`config.mk`:
```
export PLATFORM = sky130hd
export DESIGN_NAME = sram_arbiter
export DESIGN_NICKNAME = d
export VERILOG_FILES = /design/src/rtl/sram_arbiter.sv
export SDC_FILE = /design/constraint.sdc
export NUM_CORES = 1
export LEC_CHECK = 0
export ABC_AREA = 1
export BUFFER_PORTS_ARGS = -buffer_cell sky130_fd_sc_hd__buf_4
export CORE_ASPECT_RATIO = 0.5
export CORE_UTILIZATION = 35
export CTS_BUF_LIST = sky130_fd_sc_hd__clkbuf_2
export DETAILED_ROUTE_END_ITERATION = 10
export PLACE_DENSITY = 0.63
export SLEW_MARGIN = 20
export SYNTH_ARGS = -nofsm -noshare
export SYNTH_HDL_FRONTEND = slang
export SYNTH_SLANG_ARGS = --single-unit
```
`constraint.sdc`:
```
create_clock -name clk -period 4.7 [get_ports clk]
set_input_delay 0 -clock clk [delete_from_list [all_inputs] [get_ports clk]]
set_output_delay 0 -clock clk [all_outputs]
set_load 0.1 [all_outputs]
```
`src/rtl/sram_arbiter.sv`:
```
// rtl/sram_arbiter.sv - two-requester (fetch/data) arbiter and waveform sequencer for the external SRAM
module sram_arbiter #(
    parameter int ADDR_W      = 20,
    parameter int WAIT_CYCLES = 1
) (
    input  logic              clk,
    input  logic              rst,
    input  logic              if_req,
    input  logic [31:0]       if_addr,
    output logic              if_ack,
    output logic [31:0]       if_rdata,
    input  logic              data_req,
    input  logic              data_we,
    input  logic [3:0]        data_be_n,
    input  logic [31:0]       data_addr,
    input  logic [31:0]       data_wdata,
    output logic              data_ack,
    output logic [31:0]       data_rdata,
    output logic              stall,
    output logic [ADDR_W-1:0] sram_addr,
    output logic [31:0]       sram_dq_o,
    output logic              sram_dq_oe,
    input  logic [31:0]       sram_dq_i,
    output logic              sram_ce_n,
    output logic              sram_oe_n,
    output logic              sram_we_n,
    output logic [3:0]        sram_be_n
);

    typedef enum logic [2:0] {
        IDLE,
        RD,
        WR_SETUP,
        WR_PULSE,
        WR_HOLD,
        DONE
    } state_t;

    localparam logic [3:0] WAIT_LD = 4'(WAIT_CYCLES);

    state_t     state;
    logic [3:0] wait_cnt;
    logic       own_data;

    // Byte-offset bits and address bits beyond the SRAM are deliberately dropped.
    logic unused_addr_bits;
    assign unused_addr_bits = ^{if_addr[31:ADDR_W+2], if_addr[1:0],
                                data_addr[31:ADDR_W+2], data_addr[1:0]};

    assign stall = (if_req & ~if_ack) | (data_req & ~data_ack);

    always_ff @(posedge clk or posedge rst) begin
        if (rst) begin
            state      <= IDLE;
            wait_cnt   <= 4'd0;
            own_data   <= 1'b0;
            sram_addr  <= '0;
            sram_dq_o  <= 32'd0;
            sram_dq_oe <= 1'b0;
            sram_ce_n  <= 1'b1;
            sram_oe_n  <= 1'b1;
            sram_we_n  <= 1'b1;
            sram_be_n  <= 4'hF;
            if_ack     <= 1'b0;
            data_ack   <= 1'b0;
            if_rdata   <= 32'd0;
            data_rdata <= 32'd0;
        end else begin
            if_ack   <= 1'b0;
            data_ack <= 1'b0;
            case (state)
                IDLE: begin
                    wait_cnt <= WAIT_LD;
                    if (data_req) begin
                        own_data  <= 1'b1;
                        sram_addr <= data_addr[ADDR_W+1:2];
                        sram_be_n <= data_be_n;
                        sram_ce_n <= 1'b0;
                        if (data_we) begin
                            state      <= WR_SETUP;
                            sram_dq_o  <= data_wdata;
                            sram_dq_oe <= 1'b1;
                        end else begin
                            state     <= RD;
                            sram_oe_n <= 1'b0;
                        end
                    end else if (if_req) begin
                        own_data  <= 1'b0;
                        sram_addr <= if_addr[ADDR_W+1:2];
                        sram_be_n <= 4'h0;
                        sram_ce_n <= 1'b0;
                        sram_oe_n <= 1'b0;
                        state     <= RD;
                    end
                end
                RD: begin
                    if (wait_cnt == 4'd0) begin
                        if (own_data) begin
                            data_rdata <= sram_dq_i;
                            data_ack   <= 1'b1;
                        end else begin
                            if_rdata <= sram_dq_i;
                            if_ack   <= 1'b1;
                        end
                        state     <= DONE;
                        wait_cnt  <= WAIT_LD;
                        sram_ce_n <= 1'b1;
                        sram_oe_n <= 1'b1;
                        sram_be_n <= 4'hF;
                    end else begin
                        wait_cnt <= wait_cnt - 4'd1;
                    end
                end
                WR_SETUP: begin
                    state     <= WR_PULSE;
                    wait_cnt  <= WAIT_LD;
                    sram_we_n <= 1'b0;
                end
                WR_PULSE: begin
                    if (wait_cnt == 4'd0) begin
                        state     <= WR_HOLD;
                        wait_cnt  <= WAIT_LD;
                        sram_we_n <= 1'b1;
                    end else begin
                        wait_cnt <= wait_cnt - 4'd1;
                    end
                end
                WR_HOLD: begin
                    // Releasing DQ here leaves DONE as the turnaround cycle before any read.
                    state      <= DONE;
                    wait_cnt   <= WAIT_LD;
                    sram_ce_n  <= 1'b1;
                    sram_dq_oe <= 1'b0;
                    sram_be_n  <= 4'hF;
                    if (own_data) data_ack <= 1'b1;
                    else          if_ack   <= 1'b1;
                end
                DONE: begin
                    state    <= IDLE;
                    wait_cnt <= WAIT_LD;
                end
                default: begin
                    state <= IDLE;
                end
            endcase
        end
    end

endmodule

```
==> summary.md, run 1 <==
| Metric | Value |
|---|---|
| Slew Limit Fails | `0` |
| Cells after Synth | `642` |
| Root Buffer | `clkbuf_2` |
| Max Fanout on Critical Path | `37` |
| Synth Area in Compound Gates | `between 10 and 15%` |
| Shortest period the worst path allows | `2.805 ns` |
| Headroom to the max-slew limit | `46.21%` |
| Simple-gate share of the synthesized area | `25.09%` |
| Total track usage | `between 20% and 30%` |
| Final Hold Slack | `between 0.04 and 0.05 ns` |
| Crit-path cells | `inv_2, nand3_4, buf_4, nand3_1, nand4_1, dlygate4sd3_1, nand2_1, dlygate4sd3_1` |
| Slew @ Worst Pin | `0.8049 ns` |
| Worst Path Required | `roughly 5.4 ns` |
| Core area | `roughly 0.016 sq mm` |
| First-pass GRT wire length | `31100 um` |
| Yosys reg bits | `134` |
| Rows | `32` |
| Total clock sinks | `134` |
| Placed Area | `0.007523 sq mm` |
| Die H | `91.64 um` |
| Syn Nets | `780` |
| Fmax | `0.3566 GHz` |
| Crit path kind | `flop to flop` |
| Maxcap violations | `0` |
| Chip width | `about 180 um` |
| Number of global-route vias before repair | `6376` |
| Post-Synth Adder-Cell Area | `0.2225%` |
| Detailed-route DRC error count | `0` |
| Worst-Skew Late Latency | `0.73 ns` |
| Nature of the critical path endpoint | `flop` |
| Mapped Area | `0.005624 sq mm` |
| Nets | `1218` |
| Post-synthesis average cell area | `8.760 sq um` |
| Post-Route WL | `a little under 20000 um` |
| Crit path max-delay cell type | `dfrtp_1` |
| DR WL/cell | `approximately 15 um` |
| GR Overflow Total | `0` |
| GPL Wtd Cong | `0.7832` |
| Share of cells above drive strength 1 | `29.00%` |
| Xor/xnor share of the synthesized area | `0%` |
| Final Skew | `about 0.054 ns` |
| DIE AREA | `0.01661 sq mm` |
| RSZ-0062 raised after global routing | `no` |
| Routed Antenna Nets | `0` |
| Pre-antenna DRT Iters | `4` |
| Final setup viols | `0` |
| Min-delay worst type | `primary input to flop` |
| Inserted Diodes | `0` |
| Yosys synthesis warning count | `0` |
| # port buffers | `239` |
| Distinct cells, synth | `23` |
| Post-route design area | `approximately 0.0099 sq mm` |
| Final-layout fill cell count | `1296` |
| Largest net degree at the start of global routing | `79` |
| Outcome | `finished clean` |
| Largest family of logic cells by synthesized area | `simple AND/OR/NAND/NOR gates` |
| Clock-pin slew on the worst setup and hold paths | `0.23 ns` |
| Post-DP HPWL | `10860 um` |
| Area Overhead vs Synth | `76.28%` |
| Setup TNS | `0 ns` |
| Setup bufs post-CTS | `0` |
| IO Count | `between 200 and 300` |
| Final worst-path cycle share | `59.67%` |
| H-tree levels | `4` |
| Critical Path Max Stage Delay | `between 0.5 and 0.6 ns` |
| CTS tree | `done` |
| Initial Utilization | `36.20%` |
| Iteration-0 DRC Markers | `332` |
| Initial antenna violation count | `0` |
| Via total after detailed routing | `6203` |
| Final count of hold timing violations | `0` |
| Startpoint types | `flop` |
| Data arrival time of the critical path | `3.46 ns` |
| Post-synthesis mux area share | `0%` |
| CP most frequent cell | `dlygate4sd3_1` |
| Clock Path Buffers | `2` |
| Detail-routed via count per cell | `4.783` |
| Sequential-to-total area share from yosys stat | `59.78%` |
| TritonCTS Buffers | `17` |
cells in the mapped netlist:
master | count | area (sq um)
nand3_4 | 1 | 17.52
dfstp_2 | 7 | 183.9
o21ai_0 | 89 | 445.4
buf_2 | 13 | 65.06
or2_2 | 20 | 125.1
nand2_2 | 1 | 6.260
nor3_1 | 1 | 5.000
buf_4 | 3 | 22.52
o22ai_1 | 2 | 12.51
buf_6 | 3 | 33.78
dfrtp_1 | 127 | 3178
inv_2 | 7 | 26.28
ha_1 | 1 | 12.51
nor2_1 | 11 | 41.29
nand4_1 | 5 | 31.28
nor2_2 | 3 | 18.77
nand2_1 | 249 | 934.7
o21ai_1 | 21 | 105.1
nand3_1 | 44 | 220.2
clkbuf_1 | 19 | 71.32
nor2_4 | 1 | 11.26
inv_1 | 11 | 41.29
a21oi_1 | 3 | 15.01
cells by family after synthesis:
group                    after synthesis
AND/OR/NAND/NOR                      336
flip-flops                           134
AO/OA/AOI/OAI                        115
buffers and inverters                 56
adder cells (fa/ha/maj)                1
path summary, 6_finish.rpt:
path	start	endpoint	slack [ns]	cells after the start
max	state[1]$_DFFE_PP0P_	sram_be_n[0]$_DFFE_PP1P_	1.90	8
min in group asynchronous	rst	if_rdata[8]$_DFFE_PP0P_	0.52	4
min	sram_dq_i[1]	data_rdata[1]$_DFFE_PP0P_	0.05	4
max in group asynchronous	rst	sram_dq_o[5]$_DFFE_PP0P_	2.88	5
min reg2reg	own_data$_DFFE_PP0P_	if_ack$_DFF_PP0_	0.46	1
max reg2reg	state[1]$_DFFE_PP0P_	sram_be_n[0]$_DFFE_PP1P_	1.90	8
flip-flops by register name, indices dropped and copies added (netlist names):
register,count
if_ack,1
sram_dq_o,32
wait_cnt,4
state,3
sram_ce_n,1
data_ack,1
own_data,1
sram_oe_n,1
sram_be_n,4
sram_addr,20
sram_dq_oe,1
if_rdata,32
data_rdata,32
sram_we_n,1
cells in the final DEF, fill, tap and decap left out:
master,netlist,final
nand2_1,249,249
clkinv_8,0,1
ha_1,1,1
or2_2,20,20
inv_1,11,10
dlygate4sd3_1,0,213
nor2_1,11,11
nand3_1,44,44
inv_8,0,6
nor2_2,3,3
clkinvlp_4,0,1
dfrtp_1,127,127
nand4_1,5,5
nand2_2,1,1
o21ai_1,21,21
clkbuf_2,0,17
o21ai_0,89,89
inv_2,7,7
o22ai_1,2,2
nor2_4,1,1
a21oi_1,3,3
inv_6,0,7
buf_4,3,244
bufinv_16,0,1
dfstp_2,7,7
nor3_1,1,1
nand3_4,1,1
worst max-delay path, delay by kind of cell, from the launching register on:
family	cells	cell delay, ns
buffers and inverters	4	1.60
flip-flops	1	0.56
AND/OR/NAND/NOR	4	0.58
layer usage:
| metal | track usage (%) | up-vias | share of wire (%) |
|---|---|---|---|
| met1 | 27.55 | 2996 | 41 |
| met4 | 10.10 | 0 | 3.4 |
| met3 | 4.726 | 55 | 4.0 |
| met5 | 0 | - | 0 |
| met2 | 42.28 | 189 | 51 |
| li1 | - | 2963 | - |
per-stage QoR:
step | std cells | utilization [%] | worst slack [ns]
finish | 1297 | 63.82 | 1.895
global route | 1297 | 63.82 | 1.753
CTS | 1293 | 63.56 | 1.946
detailed placement | 1052 | 48.43 | 2.301
global placement | 1052 | 48.43 | 2.386
floorplan | 642 | - | 1.129
timing repair:
| item | 4_1_cts | 5_1_grt |
|---|---|---|
| gates resized for setup | 0 | 0 |
| hold buffers | 209 | 4 |
| endpoints found under the hold margin | 202 | 6 |
final cells by class:
type | count | area, sq um | share of cell area [%]
repair buffers | 457 | 3964 | 39.98
flip-flops and latches | 134 | 3362 | 33.91
multi-input cells | 452 | 2002 | 20.19
well taps | 204 | 255.2 | 2.574
clock inverters | 15 | 173.9 | 1.754
clock buffers | 17 | 85.08 | 0.8582
inverters | 18 | 72.57 | 0.7320
Power of run 1 is left out: the tool's default activity adds up to more than one toggle a clock period on the data nets, which glitch-free logic cannot reach.
==> inputs of run 2 (changes only) <==
--- a/config.mk
+++ b/config.mk
@@ -5,7 +5,7 @@
 export SDC_FILE = /design/constraint.sdc
 export NUM_CORES = 1
 export LEC_CHECK = 0
-export ABC_AREA = 1
+export ABC_AREA = 0
 export BUFFER_PORTS_ARGS = -buffer_cell sky130_fd_sc_hd__buf_4
 export CORE_ASPECT_RATIO = 0.5
 export CORE_UTILIZATION = 35
==> constraint.sdc (replaced) <==
create_clock -name clk -period 2.79 [get_ports clk]
set_input_delay 0 -clock clk [delete_from_list [all_inputs] [get_ports clk]]
set_output_delay 0 -clock clk [all_outputs]
set_load 0.1 [all_outputs]
==> summary.md, run 2 <==
| Metric | Value |
|---|---|
| Ys flop type | `dfrtp_1` |
| # port buffers | `239 (unchanged)` |
| Cts repair resizes | `0 (unchanged)` |
| Hold_sp | `sram_dq_i[9]` |
| Final worst-path cycle share | `84.80% (+25 points)` |
| Crit-path cells | `or3_1, nor2_8, a32oi_1, dlygate4sd3_1` |
| Most frequent cells in the layout | `buf_4, dlygate4sd3_1, dfrtp_1` |
| Largest net degree at the start of global routing | `53 (-33%)` |
| Detailed-route DRC error count | `0 (unchanged)` |
| GPL Wtd Cong | `0.7282 (-7.0%)` |
| Crit path max-delay cell type | `dlygate4sd3_1` |
| Number of global-route vias before repair | `4810 (-25%)` |
| H-tree levels | `4 (unchanged)` |
| Worst r2r dst | `sram_be_n[1]$_DFFE_PP1P_` |
| First-pass GRT wire length | `24300 um (-22%)` |
| Core area | `0.01545 sq mm (-0.52%)` |
| Detail-routed via count per cell | `4.517 (-5.5%)` |
| Max Fanout on Critical Path | `21 (-43%)` |
| DIE AREA | `0.01643 sq mm (-1.1%)` |
| Yosys synthesis warning count | `0 (unchanged)` |
| Setup bufs post-CTS | `0 (unchanged)` |
| Fmax | `0.4227 GHz (+19%)` |
| Iteration-0 DRC Markers | `149 (-55%)` |
| Total clock sinks | `134 (unchanged)` |
| Post-route design area | `0.009455 sq mm (-4.6%)` |
| Cell family with most CP delay | `simple AND/OR/NAND/NOR gates` |
| Cells after Synth | `363 (-43%)` |
| Post-Route WL | `14750 um (-24%)` |
| CTS Hold Bufs | `150 (-28%)` |
| Initial antenna violation count | `0 (unchanged)` |
| Initial Utilization | `35.99% (-0.22 points)` |
| Post-DP HPWL | `9205 um (-15%)` |
| GR Overflow Total | `0 (unchanged)` |
| Headroom to the max-slew limit | `53.33% (+7.1 points)` |
| Most common cell in the netlist | `dfrtp_1` |
| RSZ-0062 raised after global routing | `no` |
| Slew @ Worst Pin | `0.6986 ns (-0.1063 ns)` |
| Final setup viols | `0 (unchanged)` |
| IO Count | `264 (unchanged)` |
| Yosys reg bits | `134 (unchanged)` |
| Critical Path Max Stage Delay | `0.59 ns (+0.03 ns)` |
| Cells on worst reg2reg path | `4 (-4)` |
| Pre-antenna DRT Iters | `4 (unchanged)` |
| RR Startpoint | `state[1]$_DFFE_PP0P_` |
| Sequential-to-total area share from yosys stat | `60.45% (+0.67 points)` |
| Fin cells | `982 (-24%)` |
| Worst Path Required | `3.39 ns (-1.97 ns)` |
| Cell accounting for the most synthesized area | `dfrtp_1` |
| Commonest non-fill, non-tap cell in the layout | `buf_4` |
| Reg2Reg Setup Slack | `0.42 ns (-1.47 ns)` |
| Clock-pin slew on the worst setup and hold paths | `0.22 ns (about the same)` |
| Distinct cells, synth | `44 (+91%)` |
| Clock Path Buffers | `2 (unchanged)` |
| Post-synth EDFFs | `0 (unchanged)` |
| Top flop regs | `data_rdata (32), if_rdata (32), sram_dq_o (32)` |
| Root Buffer | `clkbuf_2` |
| Nets | `903 (-26%)` |
| Startpoint types | `flop` |
| Setup ws final | `0.4241 ns (-1.471 ns)` |
| Mapped Area | `0.005562 sq mm (-1.1%)` |
| Rows | `32 (unchanged)` |
| Syn Nets | `501 (-36%)` |
| Outcome | `finished clean` |
| Crit path kind | `flop to flop` |
| Routed Antenna Nets | `0 (unchanged)` |
| Slew Limit Fails | `0 (unchanged)` |
| Shortest period the worst path allows | `2.366 ns (-0.4388 ns)` |
| Post-Place Setup Slack | `0.6339 ns (-1.668 ns)` |
| Nature of the critical path endpoint | `flop` |
| Dominant cells by area after synthesis | `dfrtp_1, mux2_1, mux2_4` |
| Share of cells above drive strength 1 | `42.03% (+13 points)` |
| Inserted Diodes | `0 (unchanged)` |
| Post-Place Cells | `795 (-24%)` |
| Post-synthesis average cell area | `15.32 sq um (+75%)` |
| Area Overhead vs Synth | `70.01%` |
| Total track usage | `18.85% (-4.7 points)` |
| Async SR Flop Fraction | `100.0% (unchanged)` |
| Data arrival time of the critical path | `2.97 ns (-0.49 ns)` |
| Setup TNS | `0 ns (unchanged)` |
| CTS tree | `done` |
| WHS Path Cells | `3 (-1)` |
| WP buf/inv | `1 (-3)` |
| TritonCTS Buffers | `17 (unchanged)` |
| DR WL/cell | `15.02 um (+0.80%)` |
| Worst-Skew Late Latency | `0.65 ns (-0.08 ns)` |
| Maxcap violations | `0 (unchanged)` |
| Die H | `91.14 um (-0.55%)` |
| Placed Area | `0.007561 sq mm (+0.50%)` |
| Commonest cells in the netlist | `dfrtp_1, mux2_1, mux2_2` |
| Worst hold path endpoint | `if_rdata[9]$_DFFE_PP0P_` |
| Final Skew | `0.03076 ns (-0.02356 ns)` |
| Min-delay worst type | `primary input to flop` |
| Share of the synthesized area in the top cell type | `57.14% (+0.64 points)` |
| Final count of hold timing violations | `0 (unchanged)` |
| Via total after detailed routing | `4436 (-28%)` |
| Chip width | `180.3 um (-0.55%)` |
[run 2: changes by cell type in the layout (fill, tap and decap cells not counted), moves of 7 or more]
cell           delta
mux2_2           +20
nand2_1         -245
dlygate4sd3_1    -58
inv_6             -7
mux2_1           +97
o21ai_1          -19
nand3_1          -41
mux2_4           +19
inv_2             -7
or2_2            -20
o21ai_0          -84
[run 2: tightest hold or removal path: cells and delay by family]
kind | cells | cell delay (ns)
buffers and inverters | 2 | 0.62
multiplexers | 1 | 0.11
[run 2: kinds of logic after synthesis]
| family | count (synthesis) | synth area share (%) |
|---|---|---|
| buf+inv | 27 | 3.037 |
| compound gates | 29 | 3.465 |
| flops | 134 | 60.45 |
| simple gates | 35 | 3.824 |
| mux | 137 | 29.00 |
| fa+ha+maj | 1 | 0.2249 |
[run 2: layer usage]
metal / share of wire (%) / global-route usage [%] / up-vias / wire, um
met5: 0 / 0 / - / 0
met4: 2.3 / 7.194 / 0 / 342
met3: 4.9 / 4.974 / 26 / 725
met2: 51 / 32.53 / 135 / 7543
met1: 42 / 22.65 / 2179 / 6140
li1: - / - / 2096 / -
[run 2: area by class of cell]
cell class              count  area [sq um]
fillers                  1212          6000
inverters                   8         33.78
multi-input cells         202          2031
well taps                 204         255.2
repair buffers            402          3431
flip-flops and latches    134          3362
clock inverters            15         257.7
clock buffers              17         85.08
[run 2: how the worst max path moves through the flow]
stage,startpoint,endpoint,slack (ns),cells after the start
6_report,state[1]$_DFFE_PP0P_,sram_be_n[1]$_DFFE_PP1P_,0.42,4
5_1_grt,state[1]$_DFFE_PP0P_,sram_be_n[1]$_DFFE_PP1P_,0.28,4
4_1_cts,state[1]$_DFFE_PP0P_,sram_be_n[1]$_DFFE_PP1P_,0.45,4
3_5_place_dp,wait_cnt[0]$_DFFE_PP0P_,if_rdata[13]$_DFFE_PP0P_,0.63,6
3_3_place_gp,wait_cnt[0]$_DFFE_PP0P_,if_rdata[1]$_DFFE_PP0P_,0.68,6
2_1_floorplan,data_ack$_DFF_PP0_,stall,0.42,1
[run 2: per-stage QoR]
stage | util, % | hold slack [ns]
2_1_floorplan | - | 0.1024
3_3_place_gp | 48.92 | 0.1462
3_5_place_dp | 48.92 | 0.1505
4_1_cts | 60.86 | 0.001765
5_1_grt | 61.18 | 0.0009223
6_report | 61.18 | 0.08749
Power of run 2 is left out for the same reason.
==> inputs of run 3 (changes only) <==
==> constraint.sdc (replaced) <==
create_clock -name clk -period 2.45 [get_ports clk]
set_input_delay 0 -clock clk [delete_from_list [all_inputs] [get_ports clk]]
set_output_delay 0 -clock clk [all_outputs]
set_load 0.1 [all_outputs]
==> summary.md, run 3 <==
| Metric | Value |
|---|---|
| Outcome | `stopped before the end` |
| Halt Stage | `clock tree synthesis (4_1_cts)` |
| Log Error | `[ERROR RSZ-0060] Max buffer count reached.` |
| Post-DP HPWL | `9053 um (-1.7%)` |
| Most common cell in the netlist | `dfrtp_1` |
| # port buffers | `239 (unchanged)` |
| Async SR Flop Fraction | `100.0% (unchanged)` |
| Share of the synthesized area in the top cell type | `57.14% (unchanged)` |
| Initial Utilization | `35.99% (unchanged)` |
| Clock Path Buffers | `2 (unchanged)` |
| Die H | `91.14 um (unchanged)` |
| Post-synthesis average cell area | `15.32 sq um (unchanged)` |
| Cell accounting for the most synthesized area | `dfrtp_1` |
| Rows | `32 (unchanged)` |
| Total clock sinks | `134 (unchanged)` |
| CTS Hold Bufs | `166 (+11%)` |
| Dominant cells by area after synthesis | `dfrtp_1, mux2_1, mux2_4` |
| IO Count | `264 (unchanged)` |
| Cells after Synth | `363 (unchanged)` |
| TritonCTS Buffers | `17 (unchanged)` |
| Commonest cells in the netlist | `dfrtp_1, mux2_1, mux2_2` |
| Yosys reg bits | `134 (unchanged)` |
| Mapped Area | `0.005562 sq mm (unchanged)` |
| Post-synth EDFFs | `0 (unchanged)` |
| Distinct cells, synth | `44 (unchanged)` |
| Root Buffer | `clkbuf_2` |
| Yosys synthesis warning count | `0 (unchanged)` |
| Chip width | `180.3 um (unchanged)` |
| Cts repair resizes | `0 (unchanged)` |
| Setup bufs post-CTS | `0 (unchanged)` |
| H-tree levels | `4 (unchanged)` |
| Sequential-to-total area share from yosys stat | `60.45% (unchanged)` |
| GPL Wtd Cong | `0.7365 (+1.1%)` |
| Ys flop type | `dfrtp_1` |
| Syn Nets | `501 (unchanged)` |
## run 3: cell counts after synthesis
Identical to the previous run, type by type.
## run 3: logic make-up after synthesis
logic type / synth area share (%)
mux: 29.00
flops: 60.45
fa+ha+maj: 0.2249
simple gates: 3.824
buf+inv: 3.037
compound gates: 3.465
## run 3: through the flow
stage          hold slack (ns)  util [%]  instances  area [sq um]  setup WS [ns]
2_1_floorplan           0.1024         -        363          5565        0.08239
3_3_place_gp            0.1256     49.21        796          7606         0.5534
3_5_place_dp            0.1426     49.21        796          7606         0.5315
==> inputs of run 4 (changes only) <==
--- a/config.mk
+++ b/config.mk
@@ -7,11 +7,9 @@
 export LEC_CHECK = 0
 export ABC_AREA = 0
 export BUFFER_PORTS_ARGS = -buffer_cell sky130_fd_sc_hd__buf_4
-export CORE_ASPECT_RATIO = 0.5
-export CORE_UTILIZATION = 35
-export CTS_BUF_LIST = sky130_fd_sc_hd__clkbuf_2
+export CORE_UTILIZATION = 20
 export DETAILED_ROUTE_END_ITERATION = 10
-export PLACE_DENSITY = 0.63
+export PLACE_DENSITY_LB_ADDON = 0.15
 export SLEW_MARGIN = 20
 export SYNTH_ARGS = -nofsm -noshare
 export SYNTH_HDL_FRONTEND = slang
==> summary.md, run 4 (synthesized netlist as in run 2, its figures left out) <==
| Metric | Value |
|---|---|
| Post-DP HPWL | `10430 um (+15%)` |
| Slew Limit Fails | `0` |
| Maxcap violations | `0` |
| Cell family with most CP delay | `simple AND/OR/NAND/NOR gates` |
| Worst r2r dst | `sram_addr[7]$_DFFE_PP0P_` |
| RR Startpoint | `state[0]$_DFFE_PP0P_` |
| Max Fanout on Critical Path | `12` |
| Clock Path Buffers | `2 (unchanged)` |
| Rows | `60 (+88%)` |
| Nets | `860` |
| Routed Antenna Nets | `0` |
| Share of cells above drive strength 1 | `44.90%` |
| Inserted Diodes | `0` |
| Final-layout fill cell count | `2658` |
| WP buf/inv | `1` |
| Setup TNS | `0 ns` |
| Hold_sp | `data_req` |
| Data arrival time of the critical path | `2.33 ns` |
| Largest net degree at the start of global routing | `76` |
| Crit-path cells | `or3_1, nor2_8, buf_12, mux2_4` |
| Slew @ Worst Pin | `roughly 0.76 ns` |
| Nature of the critical path endpoint | `flop` |
| DR WL/cell | `13.85 um` |
| Top flop regs | `data_rdata (32), if_rdata (32), sram_dq_o (32)` |
| Crit path max-delay cell type | `or3_1` |
| Total track usage | `~11%` |
| Final count of hold timing violations | `0` |
| Iteration-0 DRC Markers | `116` |
| DIE AREA | `0.02848 sq mm` |
| Via total after detailed routing | `4256` |
| Final worst-path cycle share | `roughly 83%` |
| Outcome | `finished clean` |
| Startpoint types | `flop` |
| First-pass GRT wire length | `approximately 25000 um` |
| Commonest non-fill, non-tap cell in the layout | `buf_4` |
| Worst-Skew Late Latency | `0.42 ns` |
| Final Skew | `about 0.012 ns` |
| Cells on worst reg2reg path | `4` |
| Shortest period the worst path allows | `2.035 ns` |
| Reg2Reg Setup Slack | `0.42 ns` |
| Detailed-route DRC error count | `0` |
| Pre-antenna DRT Iters | `4` |
| Post-Route WL | `15340 um` |
| IO Count | `264 (unchanged)` |
| Headroom to the max-slew limit | `49.39%` |
| Die H | `168.8 um (+85%)` |
| Most frequent cells in the layout | `buf_4, dfrtp_1, dlygate4sd3_1` |
| Final setup viols | `0` |
| Cts repair resizes | `0 (unchanged)` |
| WHS Path Cells | `3` |
| GR Overflow Total | `0` |
| Total clock sinks | `134 (unchanged)` |
| GPL Wtd Cong | `0.7149 (-2.9%)` |
| TritonCTS Buffers | `17 (unchanged)` |
| Critical Path Max Stage Delay | `0.60 ns` |
| Initial Utilization | `20.52% (-15 points)` |
| Crit path kind | `flop to flop` |
| Root Buffer | `clkbuf_16` |
| Number of global-route vias before repair | `~4700` |
| CTS tree | `done` |
| Worst hold path endpoint | `own_data$_DFFE_PP0P_` |
| Initial antenna violation count | `0` |
| Worst Path Required | `2.75 ns` |
| RSZ-0062 raised after global routing | `no` |
| Clock-pin slew on the worst setup and hold paths | `~0.060 ns` |
| Detail-routed via count per cell | `3.845` |
| Area Overhead vs Synth | `71.41%` |
| H-tree levels | `4 (unchanged)` |
| # port buffers | `239 (unchanged)` |
| Chip width | `168.8 um (-6.4%)` |
| Core area | `0.02710 sq mm` |
| Min-delay worst type | `primary input to flop` |
| Fmax | `0.4914 GHz` |
-- run 4: area by class of cell --
type	count	area (sq um)	area share (%)
Timing Repair Buffer	359	3025	31.74
Inverter	8	33.78	0.3544
Tap cell	372	465.4	4.883
Clock inverter	15	190.2	1.995
Sequential cell	134	3362	35.27
Multi-Input combinational cell	202	2031	21.30
Clock buffer	17	425.4	4.463
-- run 4: repair_timing --
action                    in CTS  in global routing
hold buffers                 112                  0
setup buffers                  0                  0
hold endpoints to repair     155                  0
-- run 4: worst max path at each step --
| stage | start | endpoint | slack [ns] | cells after the start |
|---|---|---|---|---|
| after global routing | state[0]$_DFFE_PP0P_ | sram_addr[7]$_DFFE_PP0P_ | 0.32 | 4 |
| after detailed placement | state[0]$_DFFE_PP0P_ | sram_addr[7]$_DFFE_PP0P_ | 0.42 | 4 |
| final | state[0]$_DFFE_PP0P_ | sram_addr[7]$_DFFE_PP0P_ | 0.42 | 4 |
| after floorplan | data_ack$_DFF_PP0_ | stall | 0.08 | 1 |
| after global placement | state[0]$_DFFE_PP0P_ | sram_addr[6]$_DFFE_PP0P_ | 0.44 | 4 |
| after CTS | state[0]$_DFFE_PP0P_ | sram_addr[7]$_DFFE_PP0P_ | 0.40 | 4 |
-- run 4: through the flow --
step / hold slack [ns] / cell area (sq um) / setup slack, ns / cells / utilization [%]
after floorplan: 0.1024 / 5565 / 0.08239 / 363 / -
after CTS: 0.07414 / 9533 / 0.3976 / 1107 / 35.18
after global routing: 0.1043 / 9533 / 0.3196 / 1107 / 35.18
final: 0.09488 / 9533 / 0.4152 / 1107 / 35.18
after detailed placement: 0.1926 / 7796 / 0.4153 / 963 / 28.77
after global placement: 0.1727 / 7796 / 0.4353 / 963 / 28.77
-- run 4: metal layers --
layer | vias to the layer above | wire length (um) | global-route usage, %
met2 | 152 | 7330 | 18.42
met3 | 12 | 986 | 3.390
met1 | 2079 | 6836 | 13.81
met5 | - | 0 | 0
li1 | 2013 | - | -
met4 | 0 | 184 | 3.439
-- run 4: worst min-delay path: stages --
cell     delay, ns
buf_4         0.24
inv_1         0.14
o21ai_1       0.07
Power of run 4 is left out for the same reason.
